<file path="config.mk">
export PLATFORM = sky130hd
export DESIGN_NAME = multicycle_control_unit_flat
export DESIGN_NICKNAME = d
export VERILOG_FILES = /design/src/rtl/proc_pkg.sv /design/src/rtl/multicycle_control_unit_if.sv /design/src/rtl/mem_timeout_counter.sv /design/src/rtl/multicycle_control_unit.sv /design/src/flat_wrapper.sv
export SDC_FILE = /design/constraint.sdc
export NUM_CORES = 1
export LEC_CHECK = 0
export CORE_MARGIN = 2
export CORE_UTILIZATION = 45
export CTS_CLUSTER_DIAMETER = 60
export DETAILED_ROUTE_END_ITERATION = 16
export HOLD_SLACK_MARGIN = 0.1
export MAX_ROUTING_LAYER = met4
export PLACE_DENSITY_LB_ADDON = 0.2
export SLEW_MARGIN = 20
export SYNTH_ARGS = -nofsm -noshare
export SYNTH_HDL_FRONTEND = slang
export SYNTH_SLANG_ARGS = --single-unit
</file>
<file path="constraint.sdc">
create_clock -name clk -period 3.9 [get_ports clk]
set_input_delay 0.39 -clock clk [delete_from_list [all_inputs] [get_ports clk]]
set_output_delay 0.39 -clock clk [all_outputs]
set_load 0.02 [all_outputs]
</file>
<file path="src/rtl/proc_pkg.sv">
// Shared definitions for the multi-cycle controller: state encoding, opcodes,
// ALU operations, mux selects and the opcode/function legality rule.
package proc_pkg;

    typedef enum logic [2:0] {
        FETCH,
        DECODE,
        EXEC,
        MEM,
        WB,
        TRAP
    } state_e;

    localparam int unsigned OP_RTYPE = 0;
    localparam int unsigned OP_LW    = 1;
    localparam int unsigned OP_SW    = 2;
    localparam int unsigned OP_ADDI  = 3;
    localparam int unsigned OP_BEQ   = 4;
    localparam int unsigned OP_BNE   = 5;
    localparam int unsigned OP_JMP   = 6;

    typedef enum logic [1:0] {
        ALU_ADD = 2'd0,
        ALU_SUB = 2'd1,
        ALU_SLL = 2'd2,
        ALU_AND = 2'd3
    } alu_op_e;

    typedef enum logic [1:0] {
        PCSRC_ALU    = 2'd0,
        PCSRC_ALUOUT = 2'd1,
        PCSRC_JUMP   = 2'd2
    } pc_src_e;

    typedef enum logic [1:0] {
        SRCB_REG = 2'd0,
        SRCB_ONE = 2'd1,
        SRCB_IMM = 2'd2
    } alu_src_b_e;

    // R-type function codes map directly onto ALU operations, so only those are legal.
    function automatic logic is_legal(input int unsigned op, input int unsigned fn);
        return (op <= OP_JMP) && ((op != OP_RTYPE) || (fn <= 32'(ALU_AND)));
    endfunction

endpackage

</file>
<file path="src/rtl/multicycle_control_unit_if.sv">
// Controller <-> IR/datapath/memory signal bundle; master is the controller side.
interface multicycle_control_unit_if #(
    parameter int unsigned OPCODE_W = 4,
    parameter int unsigned FUNCT_W  = 4,
    parameter int unsigned ALUOP_W  = 4
);
    logic [OPCODE_W-1:0] opcode;
    logic [FUNCT_W-1:0]  function_code;
    logic                mem_ready;
    logic                ir_write;
    logic                pc_write;
    logic                pc_write_cond;
    logic                branch_ne;
    logic [1:0]          pc_source;
    logic                reg_dst;
    logic                reg_write;
    logic                mem_req;
    logic                mem_read;
    logic                mem_write;
    logic                mem_to_reg;
    logic                alu_src_a;
    logic [1:0]          alu_src_b;
    logic [ALUOP_W-1:0]  alu_op;
    logic                illegal_op;
    logic                bus_error;
    logic                halted;

    modport master (
        input  opcode, function_code, mem_ready,
        output ir_write, pc_write, pc_write_cond, branch_ne, pc_source,
               reg_dst, reg_write, mem_req, mem_read, mem_write, mem_to_reg,
               alu_src_a, alu_src_b, alu_op, illegal_op, bus_error, halted
    );

    modport slave (
        output opcode, function_code, mem_ready,
        input  ir_write, pc_write, pc_write_cond, branch_ne, pc_source,
               reg_dst, reg_write, mem_req, mem_read, mem_write, mem_to_reg,
               alu_src_a, alu_src_b, alu_op, illegal_op, bus_error, halted
    );
endinterface

</file>
<file path="src/rtl/mem_timeout_counter.sv">
// Counts consecutive cycles a memory request waits for ready; expired fires in the
// MEM_TIMEOUT-th waiting cycle. MEM_TIMEOUT=0 never expires.
module mem_timeout_counter #(
    parameter int unsigned MEM_TIMEOUT = 16
) (
    input  logic clk,
    input  logic rst,
    input  logic req,
    input  logic ready,
    output logic expired
);
    localparam int unsigned CNT_W = (MEM_TIMEOUT > 2) ? $clog2(MEM_TIMEOUT) : 1;
    localparam int unsigned LIMIT = (MEM_TIMEOUT == 0) ? 0 : MEM_TIMEOUT - 1;

    logic [CNT_W-1:0] cnt_q, cnt_d;
    logic             waiting;

    // A request leaves its state only on ready or trap, so clearing whenever the
    // wait ends also covers clearing on every state change.
    always_comb begin
        waiting = req & ~ready;
        cnt_d   = waiting ? cnt_q + CNT_W'(1) : '0;
        expired = (MEM_TIMEOUT != 0) && waiting && (cnt_q == CNT_W'(LIMIT));
    end

    always_ff @(posedge clk or posedge rst) begin
        if (rst) begin
            cnt_q <= '0;
        end else begin
            cnt_q <= cnt_d;
        end
    end
endmodule

</file>
<file path="src/rtl/multicycle_control_unit.sv">
// Multi-cycle controller: sequences FETCH/DECODE/EXEC/MEM/WB, drives datapath
// enables and muxes, traps illegal instructions and memory timeouts.
module multicycle_control_unit
    import proc_pkg::*;
#(
    parameter int unsigned OPCODE_W    = 4,
    parameter int unsigned FUNCT_W     = 4,
    parameter int unsigned ALUOP_W     = 4,
    parameter int unsigned MEM_TIMEOUT = 16
) (
    input logic                       clk,
    input logic                       rst,
    multicycle_control_unit_if.master bus
);
    state_e              state_q, state_d;
    logic [OPCODE_W-1:0] opcode_q, opcode_d;
    logic [FUNCT_W-1:0]  funct_q, funct_d;
    logic                illegal_q, illegal_d;
    logic                bus_err_q, bus_err_d;
    logic                expired;

    mem_timeout_counter #(
        .MEM_TIMEOUT (MEM_TIMEOUT)
    ) u_timeout (
        .clk     (clk),
        .rst     (rst),
        .req     (bus.mem_req),
        .ready   (bus.mem_ready),
        .expired (expired)
    );

    always_comb begin
        state_d   = state_q;
        opcode_d  = opcode_q;
        funct_d   = funct_q;
        illegal_d = illegal_q;
        bus_err_d = bus_err_q;
        case (state_q)
            FETCH: begin
                if (expired) begin
                    state_d   = TRAP;
                    bus_err_d = 1'b1;
                end else if (bus.mem_ready) begin
                    state_d = DECODE;
                end
            end
            DECODE: begin
                opcode_d = bus.opcode;
                funct_d  = bus.function_code;
                if (is_legal(32'(bus.opcode), 32'(bus.function_code))) begin
                    state_d = EXEC;
                end else begin
                    state_d   = TRAP;
                    illegal_d = 1'b1;
                end
            end
            EXEC: begin
                case (32'(opcode_q))
                    OP_LW, OP_SW:          state_d = MEM;
                    OP_BEQ, OP_BNE, OP_JMP: state_d = FETCH;
                    default:               state_d = WB;
                endcase
            end
            MEM: begin
                if (expired) begin
                    state_d   = TRAP;
                    bus_err_d = 1'b1;
                end else if (bus.mem_ready) begin
                    state_d = (32'(opcode_q) == OP_LW) ? WB : FETCH;
                end
            end
            WB:      state_d = FETCH;
            TRAP:    state_d = TRAP;
            default: state_d = FETCH;
        endcase
    end

    always_ff @(posedge clk or posedge rst) begin
        if (rst) begin
            state_q   <= FETCH;
            opcode_q  <= '0;
            funct_q   <= '0;
            illegal_q <= 1'b0;
            bus_err_q <= 1'b0;
        end else begin
            state_q   <= state_d;
            opcode_q  <= opcode_d;
            funct_q   <= funct_d;
            illegal_q <= illegal_d;
            bus_err_q <= bus_err_d;
        end
    end

    // Outputs are held at zero while rst is high so an aborted access stops at once.
    always_comb begin
        bus.ir_write      = 1'b0;
        bus.pc_write      = 1'b0;
        bus.pc_write_cond = 1'b0;
        bus.branch_ne     = 1'b0;
        bus.pc_source     = PCSRC_ALU;
        bus.reg_dst       = 1'b0;
        bus.reg_write     = 1'b0;
        bus.mem_req       = 1'b0;
        bus.mem_read      = 1'b0;
        bus.mem_write     = 1'b0;
        bus.mem_to_reg    = 1'b0;
        bus.alu_src_a     = 1'b0;
        bus.alu_src_b     = SRCB_REG;
        bus.alu_op        = ALUOP_W'(ALU_ADD);
        bus.illegal_op    = 1'b0;
        bus.bus_error     = 1'b0;
        bus.halted        = 1'b0;
        if (!rst) begin
            bus.illegal_op = illegal_q;
            bus.bus_error  = bus_err_q;
            case (state_q)
                FETCH: begin
                    bus.mem_req   = 1'b1;
                    bus.mem_read  = 1'b1;
                    bus.alu_src_b = SRCB_ONE;
                    bus.ir_write  = bus.mem_ready;
                    bus.pc_write  = bus.mem_ready;
                end
                DECODE: begin
                    bus.alu_src_b = SRCB_IMM;
                end
                EXEC: begin
                    case (32'(opcode_q))
                        OP_RTYPE: begin
                            bus.alu_src_a = 1'b1;
                            bus.alu_op    = ALUOP_W'(funct_q);
                        end
                        OP_LW, OP_SW, OP_ADDI: begin
                            bus.alu_src_a = 1'b1;
                            bus.alu_src_b = SRCB_IMM;
                        end
                        OP_BEQ, OP_BNE: begin
                            bus.alu_src_a     = 1'b1;
                            bus.alu_op        = ALUOP_W'(ALU_SUB);
                            bus.pc_write_cond = 1'b1;
                            bus.pc_source     = PCSRC_ALUOUT;
                            bus.branch_ne     = (32'(opcode_q) == OP_BNE);
                        end
                        OP_JMP: begin
                            bus.pc_write  = 1'b1;
                            bus.pc_source = PCSRC_JUMP;
                        end
                        default: ;
                    endcase
                end
                MEM: begin
                    bus.mem_req   = 1'b1;
                    bus.mem_read  = (32'(opcode_q) == OP_LW);
                    bus.mem_write = (32'(opcode_q) == OP_SW);
                end
                WB: begin
                    bus.reg_write  = 1'b1;
                    bus.reg_dst    = (32'(opcode_q) == OP_RTYPE);
                    bus.mem_to_reg = (32'(opcode_q) == OP_LW);
                end
                TRAP: begin
                    bus.halted = 1'b1;
                end
                default: ;
            endcase
        end
    end
endmodule

</file>
<file path="src/flat_wrapper.sv">
// flat-port wrapper written by rule: the top's interface ports become plain ports
module multicycle_control_unit_flat import proc_pkg::*;
#(
    parameter int unsigned OPCODE_W    = 4,
    parameter int unsigned FUNCT_W     = 4,
    parameter int unsigned ALUOP_W     = 4,
    parameter int unsigned MEM_TIMEOUT = 16
)
  (clk, rst, bus_opcode, bus_function_code, bus_mem_ready, bus_ir_write, bus_pc_write, bus_pc_write_cond, bus_branch_ne, bus_pc_source, bus_reg_dst, bus_reg_write, bus_mem_req, bus_mem_read, bus_mem_write, bus_mem_to_reg, bus_alu_src_a, bus_alu_src_b, bus_alu_op, bus_illegal_op, bus_bus_error, bus_halted);
  multicycle_control_unit_if #(.OPCODE_W(OPCODE_W), .FUNCT_W(FUNCT_W), .ALUOP_W(ALUOP_W)) bus_i ();
  input logic clk;
  input logic rst;
  input wire logic [$bits(bus_i.opcode)-1:0] bus_opcode;
  input wire logic [$bits(bus_i.function_code)-1:0] bus_function_code;
  input wire logic [$bits(bus_i.mem_ready)-1:0] bus_mem_ready;
  output wire logic [$bits(bus_i.ir_write)-1:0] bus_ir_write;
  output wire logic [$bits(bus_i.pc_write)-1:0] bus_pc_write;
  output wire logic [$bits(bus_i.pc_write_cond)-1:0] bus_pc_write_cond;
  output wire logic [$bits(bus_i.branch_ne)-1:0] bus_branch_ne;
  output wire logic [$bits(bus_i.pc_source)-1:0] bus_pc_source;
  output wire logic [$bits(bus_i.reg_dst)-1:0] bus_reg_dst;
  output wire logic [$bits(bus_i.reg_write)-1:0] bus_reg_write;
  output wire logic [$bits(bus_i.mem_req)-1:0] bus_mem_req;
  output wire logic [$bits(bus_i.mem_read)-1:0] bus_mem_read;
  output wire logic [$bits(bus_i.mem_write)-1:0] bus_mem_write;
  output wire logic [$bits(bus_i.mem_to_reg)-1:0] bus_mem_to_reg;
  output wire logic [$bits(bus_i.alu_src_a)-1:0] bus_alu_src_a;
  output wire logic [$bits(bus_i.alu_src_b)-1:0] bus_alu_src_b;
  output wire logic [$bits(bus_i.alu_op)-1:0] bus_alu_op;
  output wire logic [$bits(bus_i.illegal_op)-1:0] bus_illegal_op;
  output wire logic [$bits(bus_i.bus_error)-1:0] bus_bus_error;
  output wire logic [$bits(bus_i.halted)-1:0] bus_halted;
  assign bus_i.opcode = bus_opcode;
  assign bus_i.function_code = bus_function_code;
  assign bus_i.mem_ready = bus_mem_ready;
  assign bus_ir_write = bus_i.ir_write;
  assign bus_pc_write = bus_i.pc_write;
  assign bus_pc_write_cond = bus_i.pc_write_cond;
  assign bus_branch_ne = bus_i.branch_ne;
  assign bus_pc_source = bus_i.pc_source;
  assign bus_reg_dst = bus_i.reg_dst;
  assign bus_reg_write = bus_i.reg_write;
  assign bus_mem_req = bus_i.mem_req;
  assign bus_mem_read = bus_i.mem_read;
  assign bus_mem_write = bus_i.mem_write;
  assign bus_mem_to_reg = bus_i.mem_to_reg;
  assign bus_alu_src_a = bus_i.alu_src_a;
  assign bus_alu_src_b = bus_i.alu_src_b;
  assign bus_alu_op = bus_i.alu_op;
  assign bus_illegal_op = bus_i.illegal_op;
  assign bus_bus_error = bus_i.bus_error;
  assign bus_halted = bus_i.halted;
  multicycle_control_unit #(.OPCODE_W(OPCODE_W), .FUNCT_W(FUNCT_W), .ALUOP_W(ALUOP_W), .MEM_TIMEOUT(MEM_TIMEOUT)) u_core (.clk(clk), .rst(rst), .bus(bus_i));
endmodule
</file>
==> results of run 1 <==
routing by layer:
metal	track usage, %	vias up
met2	32.69	35
met5	-	-
met1	23.98	449
met4	11.40	0
met3	2.299	4
li1	-	450
final cells by class:
cell class | count | area (sq um)
timing repair buffer | 32 | 320.3
clock buffer | 4 | 26.28
multi-input combinational | 83 | 564.3
fill | 196 | 804.5
inverter | 4 | 15.01
sequential | 17 | 425.4
tap | 28 | 35.03
registers in the layout, summed over array words and instances, names as in the netlist:
register                cells
u_core.bus_err_q            1
u_core.funct_q              4
u_core.illegal_q            1
u_core.opcode_q             4
u_core.state_q              3
u_core.u_timeout.cnt_q      4
kinds of logic after synthesis:
kind of cell | count (synthesis) | share of synthesized area (%)
buffers and inverters | 9 | 3.300
flip-flops | 17 | 41.56
AO/OA/AOI/OAI | 19 | 12.84
adder cells (fa/ha/maj) | 1 | 1.222
AND/OR/NAND/NOR | 51 | 28.85
multiplexers | 8 | 8.802
XOR/XNOR | 4 | 3.424
worst min path at each step:
stage | to | depth (start not counted) | from
after floorplan | u_core.bus_err_q | 1 | rst
after global placement | u_core.illegal_q | 1 | u_core.illegal_q
after detailed placement | u_core.u_timeout.cnt_q[0] | 1 | u_core.u_timeout.cnt_q[0]
after CTS | u_core.u_timeout.cnt_q[0] | 1 | u_core.u_timeout.cnt_q[0]
after global routing | u_core.bus_err_q | 1 | u_core.bus_err_q
final | u_core.u_timeout.cnt_q[0] | 1 | u_core.u_timeout.cnt_q[0]
placed cells by master (no fill, tap or decap), types with 2 or more instances in the layout:
cell | netlist | final
nand2_1 | 3 | 3
o21ai_0 | 2 | 2
a21oi_1 | 4 | 4
xor2_1 | 3 | 3
nor3_1 | 6 | 6
clkbuf_4 | 0 | 3
a21o_1 | 2 | 2
and3_1 | 2 | 2
dfrtp_1 | 17 | 17
nand3_1 | 2 | 2
or2_2 | 2 | 2
nand2b_1 | 6 | 6
and2b_1 | 2 | 2
clkdlybuf4s50_1 | 0 | 32
nor2_1 | 12 | 12
inv_1 | 4 | 4
and2_1 | 5 | 5
mux2_2 | 8 | 8
nor2_2 | 2 | 2
a211oi_1 | 2 | 2
power groups by stage:
stage                     combinational, mW  sequential (mW)  clock (mW)
after floorplan                       0.310            0.281           0
after global placement                0.354            0.339           0
after detailed placement              0.364            0.344           0
after CTS                             0.367            0.340      0.0975
after global routing                  0.401            0.354       0.104
final                                 0.365            0.341      0.0935
per-stage QoR:
stage	setup slack (ps)	cell area [sq um]	instances	util [%]	hold slack, ps
6_report	700.8	1386	168	63.28	472.3
5_1_grt	583.9	1386	168	63.28	495.5
4_1_cts	694.0	1386	168	63.28	473.6
3_5_place_dp	695.3	1360	164	62.08	459.8
3_3_place_gp	759.2	1360	164	62.08	434.4
2_1_floorplan	1528	1023	109	-	316.1
==> flow_metrics.py, run 1 <==
metrics = {
    "outcome": {
        "status": "finished clean",
    },
    "critical_path": {
        "worstReg2RegStart": "u_core.state_q[1]",
        "path_cells": "clkdlybuf4s50_1 > or4b_4 > or3b_4 > nor3b_2 > or2_1 > clkdlybuf4s50_1",
        "crit_path_frequent_cell": "clkdlybuf4s50_1",
        "cp.depth": 6,
        "critPathArrivalTime_ps": 2810,
        "critPathMaxStageDelay_ps": 590,
        "cp_num_buf_inv": 2,
        "critPathTopFamily": "simple AND/OR/NAND/NOR gates",
        "reg2regPathDepth": 3,
        "path_class": "in -> out",
        "crit_required_ps": 3510,
        "critPathLaunchType": "input port",
        "setup.worst_path.end": "bus_pc_write",
        "path_max_fanout": 7,
        "endpoint_kind": "primary output",
        "r2r_end": "u_core.funct_q[1]",
        "r2r_slack_ps": 2150,
        "crit_start": "rst",
        "crit_slowest_cell": "clkdlybuf4s50_1",
    },
    "detailed_routing": {
        "vias": 938,
        "first_pass_iters": 4,
        "wl_per_cell_microns": 13.86,
        "ant_nets": 0,
        "drcViolationCount": 0,
        "vias_per_cell": 5.583,
        "highest_layer": "met4",
        "routed_wl_microns": 2329,
        "wl_met1_microns": 1105,
        "drt_iter0_drc": 20,
        "dr_wl_met2_microns": 1092,
        "wl_met3_microns": 96,
    },
    "place": {
        "port_buffers": 32,
        "hpwl_microns": 1800,
        "gp_congestion": 0.8535,
    },
    "sta": {
        "period_share_pct": 82.03,
        "tightest_slew_ps": 673.9,
        "hold_viol_final": 0,
        "final-setup-viol-count": 0,
        "clock.fmax_ghz": 0.3126,
        "maxSlewHeadroom_pct": 54.49,
        "period_minus_slack_ps": 3199,
        "slew_violations": 0,
        "setup_tns_ps": 0,
        "fin_skew_ps": 2.496,
        "rsz0062_at_grt": "no",
    },
    "job": {
        "maxCapViolCount": 0,
    },
    "finish": {
        "layout-drive-gt1-share_pct": 12.86,
        "syn_to_final_growth_pct": 35.45,
        "antennaDiodeCount": 0,
        "fin_nets": 153,
    },
    "clocking": {
        "clockBufferDepth": 2,
        "cts_tree": "built",
        "numCtsBuffers": 3,
        "ctsResizeCount": 0,
        "hold_buffers": 0,
        "cts_sinks": 17,
        "postCtsSetupBuffers": 0,
        "clockRootBuffer": "clkbuf_4",
        "clock_latency_ps": 280,
        "clk_pin_slew_ps": 90,
        "htreeDepth": 1,
    },
    "yosys": {
        "synth-warning-count": 0,
        "yosysTopAreaCell": "dfrtp_1",
        "synth_most_common_cell": "dfrtp_1",
        "synth_top_area_share_pct": 41.56,
        "ys.flop_type": "dfrtp_1",
        "syn-cell-area_sq_um": 1023,
        "synthTopCellsByArea": "dfrtp_1 42%, mux2_2 8.8%, nor2_1 4.4%",
        "synthArstFlopShare_pct": 100.0,
        "yosysSeqAreaShare_pct": 41.56,
        "synth_edf_count": 0,
        "syn_avg_cell_area_sq_um": 9.390,
        "ys_seq_elements": 17,
        "synth_common_cells": "17 x dfrtp_1, 12 x nor2_1, 8 x mux2_2, 6 x nand2b_1, 6 x nor3_1",
        "syn_inst": 109,
        "netlist-cell-type-count": 39,
        "synthesis.nets": 121,
    },
    "pwr": {
        "p_sw_uw": 335.2,
        "p_per_area_nw_per_um2": 576.9,
        "intPower_uw": 464.6,
        "p_total_uw": 799.7,
        "seqPwrFrac_pct": 42.6,
        "ir_drop_mv": 0.3892,
        "combPwrFrac_pct": 45.7,
        "pwr-share-clk_pct": 11.7,
        "leakage_nw": 0.5548,
        "p_sw_share_pct": 41.91,
    },
    "global_route": {
        "antenna_found_initial": 0,
        "grt_use_total_pct": 19.97,
        "grt-ovfl-total": 0,
        "grt_max_degree": 18,
        "grt_pass1_vias": 909,
        "grt_pass1_wl_microns": 3836,
    },
    "floorplan": {
        "die_w_microns": 51.69,
        "die_area_sq_um": 2672,
        "io-pin-count": 33,
        "std_cell_rows": 17,
        "die_height_microns": 51.69,
        "core-area_sq_um": 2191,
        "start_util_pct": 46.72,
    },
    "min_path": {
        "min_path_type": "reg -> reg",
    },
}
No activity file was read; power rests on OpenSTA's default activity.
==> run 2: changes to the inputs <==
--- a/config.mk
+++ b/config.mk
@@ -6,7 +6,7 @@
 export NUM_CORES = 1
 export LEC_CHECK = 0
 export CORE_MARGIN = 2
-export CORE_UTILIZATION = 45
+export CORE_UTILIZATION = 41
 export CTS_CLUSTER_DIAMETER = 60
 export DETAILED_ROUTE_END_ITERATION = 16
 export HOLD_SLACK_MARGIN = 0.1
==> constraint.sdc (replaced) <==
create_clock -name clk -period 2.55 [get_ports clk]
set_input_delay 0.255 -clock clk [delete_from_list [all_inputs] [get_ports clk]]
set_output_delay 0.255 -clock clk [all_outputs]
set_load 0.02 [all_outputs]
==> run 2 against run 1 <==
Net effect:
- die area grew 9.0%
- non-clock buffer count grew 8
- combinational power grew 87%
- sequential cell count is the same
- worst setup slack lost 600 ps
- final cell count grew 6.0%
- largest cell class unchanged
- largest power group unchanged
- highest routed layer unchanged
==> flow_metrics.py, run 2 (synthesized netlist as in run 1, its figures left out) <==
metrics = {
    "job": {
        "maxCapViolCount": 0,
    },
    "critical_path": {
        "crit_required_ps": 2300,
        "crit_slowest_cell": "or4b_4",
        "reg2regPathDepth": 6,
        "critPathArrivalTime_ps": 2190,
        "r2r_end": "u_core.state_q[1]",
        "endpoint_kind": "primary output",
        "setup.worst_path.end": "bus_branch_ne",
        "path_cells": "or4b_4 > or3b_4 > nor2_2 > and2_1 > clkdlybuf4s15_1",
        "critPathMaxStageDelay_ps": 560,
        "path_class": "reg -> out",
        "critPathLaunchType": "flop",
        "worstReg2RegStart": "u_core.state_q[2]",
        "r2r_slack_ps": 750,
        "crit_start": "u_core.state_q[0]",
        "path_max_fanout": 3,
    },
    "global_route": {
        "grt_pass1_wl_microns": 3719,
        "grt_max_degree": 18,
        "grt_pass1_vias": 852,
        "antenna_found_initial": 0,
        "grt-ovfl-total": 0,
        "grt_use_total_pct": 18.16,
    },
    "clocking": {
        "htreeDepth": 1,
        "cts_sinks": 17,
        "clock_latency_ps": 280,
        "postCtsSetupBuffers": 0,
        "clockBufferDepth": 2,
        "clk_pin_slew_ps": 100,
        "clockRootBuffer": "clkbuf_4",
        "cts_tree": "built",
        "numCtsBuffers": 3,
    },
    "detailed_routing": {
        "first_pass_iters": 4,
        "vias_per_cell": 5.247,
        "vias": 934,
        "drt_iter0_drc": 10,
        "drcViolationCount": 0,
        "routed_wl_microns": 2340,
        "ant_nets": 0,
        "wl_per_cell_microns": 13.15,
    },
    "finish": {
        "syn_to_final_growth_pct": 40.95,
        "seq_area_sq_um": 425.4,
        "layoutNonFillerInstCount": 178,
        "layout-drive-gt1-share_pct": 18.92,
        "antennaDiodeCount": 0,
        "filler_cell_count": 237,
        "layout_commonest_cell": "clkdlybuf4s50_1",
        "final_area_sq_um": 1443,
        "multiInputGateArea_sq_um": 569.3,
        "fin_nets": 161,
        "final_cell_mix": "22 x clkdlybuf4s50_1, 17 x dfrtp_1, 12 x nor2_1, 8 x mux2_2, 8 x buf_4",
        "reg_top3": "u_core.funct_q: 4 flops, u_core.opcode_q: 4 flops, u_core.u_timeout.cnt_q: 4 flops",
    },
    "sta": {
        "hold_viol_final": 0,
        "rsz0062_at_grt": "no",
        "period_share_pct": 95.97,
        "whs_ps": 459.9,
        "tightest_slew_ps": 650.7,
        "clock.fmax_ghz": 0.4086,
        "final-setup-viol-count": 0,
        "period_minus_slack_ps": 2447,
        "slew_violations": 0,
        "fin_skew_ps": 5.617,
        "maxSlewHeadroom_pct": 56.57,
    },
    "pwr": {
        "p_total_mw": 1.270,
        "p_sw_uw": 514.2,
        "ir_drop_mv": 0.6835,
        "seqPwrFrac_pct": 35.3,
        "pwr-share-clk_pct": 11.1,
        "combPwrFrac_pct": 53.6,
        "p_per_area_nw_per_um2": 880.4,
        "intPower_uw": 755.8,
        "leakage_nw": 0.6514,
        "p_sw_share_pct": 40.49,
    },
    "min_path": {
        "holdCritStartpoint": "u_core.illegal_q",
        "min_path_type": "reg -> reg",
    },
    "floorplan": {
        "die_height_microns": 53.96,
        "start_util_pct": 42.47,
        "die_w_microns": 53.96,
        "std_cell_rows": 18,
        "core-area_sq_um": 2410,
        "io-pin-count": 33,
        "die_area_sq_um": 2912,
    },
    "outcome": {
        "status": "finished clean",
    },
    "place": {
        "port_buffers": 32,
        "dpl_cell_area_sq_um": 1423,
        "hpwl_microns": 1809,
        "gp_congestion": 0.8064,
        "place_inst": 174,
    },
}
## run 2: cell types whose count changed in the layout (fill, tap and decap cells not counted), sizes merged
cell	change
dlymetal6s2s	+1
dlygate4sd2	+7
buf	+8
clkdlybuf4s15	+1
clkbuf	+1
clkdlybuf4s50	-10
## run 2: power by group through the flow
stage | combinational [mW] | clock (mW) | sequential (mW)
6_report | 0.681 | 0.141 | 0.448
5_1_grt | 0.749 | 0.158 | 0.465
4_1_cts | 0.682 | 0.147 | 0.450
3_5_place_dp | 0.685 | 0 | 0.456
3_3_place_gp | 0.671 | 0 | 0.448
2_1_floorplan | 0.474 | 0 | 0.429
## run 2: worst max-delay path: cells and delay by family, from the launching register on
kind,cells,cell delay [ps]
flops,1,390
simple gates,4,1240
buf+inv,1,300
## run 2: cell type report
class / instances / share of cell area, %
Inverter: 4 / 1.041
Sequential cell: 17 / 29.49
Tap cell: 30 / 2.602
Multi-Input combinational cell: 83 / 39.46
Timing Repair Buffer: 40 / 25.59
Clock buffer: 4 / 1.821
## run 2: metal layers
metal,GRT usage [%],wire length (microns),part of all wire [%],vias up
li1,-,-,-,462
met1,23.22,1012,43,444
met2,29.27,1171,50,24
met3,1.944,128,5.5,4
met4,7.265,28,1.2,0
met5,-,0,0,-
## run 2: worst min path at each step
stage	endpoint	slack (ps)	cells after the start
finish	u_core.illegal_q	460	1
global route	u_core.illegal_q	470	1
CTS	u_core.illegal_q	460	1
detailed placement	u_core.illegal_q	450	1
global placement	u_core.illegal_q	440	1
floorplan	u_core.bus_err_q	180	1
## run 2: per-stage QoR
stage | worst slack, ps | util [%] | TNS [ps]
3_3_place_gp | -222.7 | 59.03 | -878.9
4_1_cts | 17.32 | 59.66 | 0
2_1_floorplan | 313.1 | - | 0
5_1_grt | 5.268 | 59.87 | 0
3_5_place_dp | -242.4 | 59.03 | -917.9
6_report | 102.9 | 59.87 | 0
## run 2: what timing repair did
action | 4_1_cts | 5_1_grt
endpoints found under the setup margin | 9 | 6
hold buffers | 0 | 0
pin swaps | 0 | 0
gates resized for setup | 9 | 5
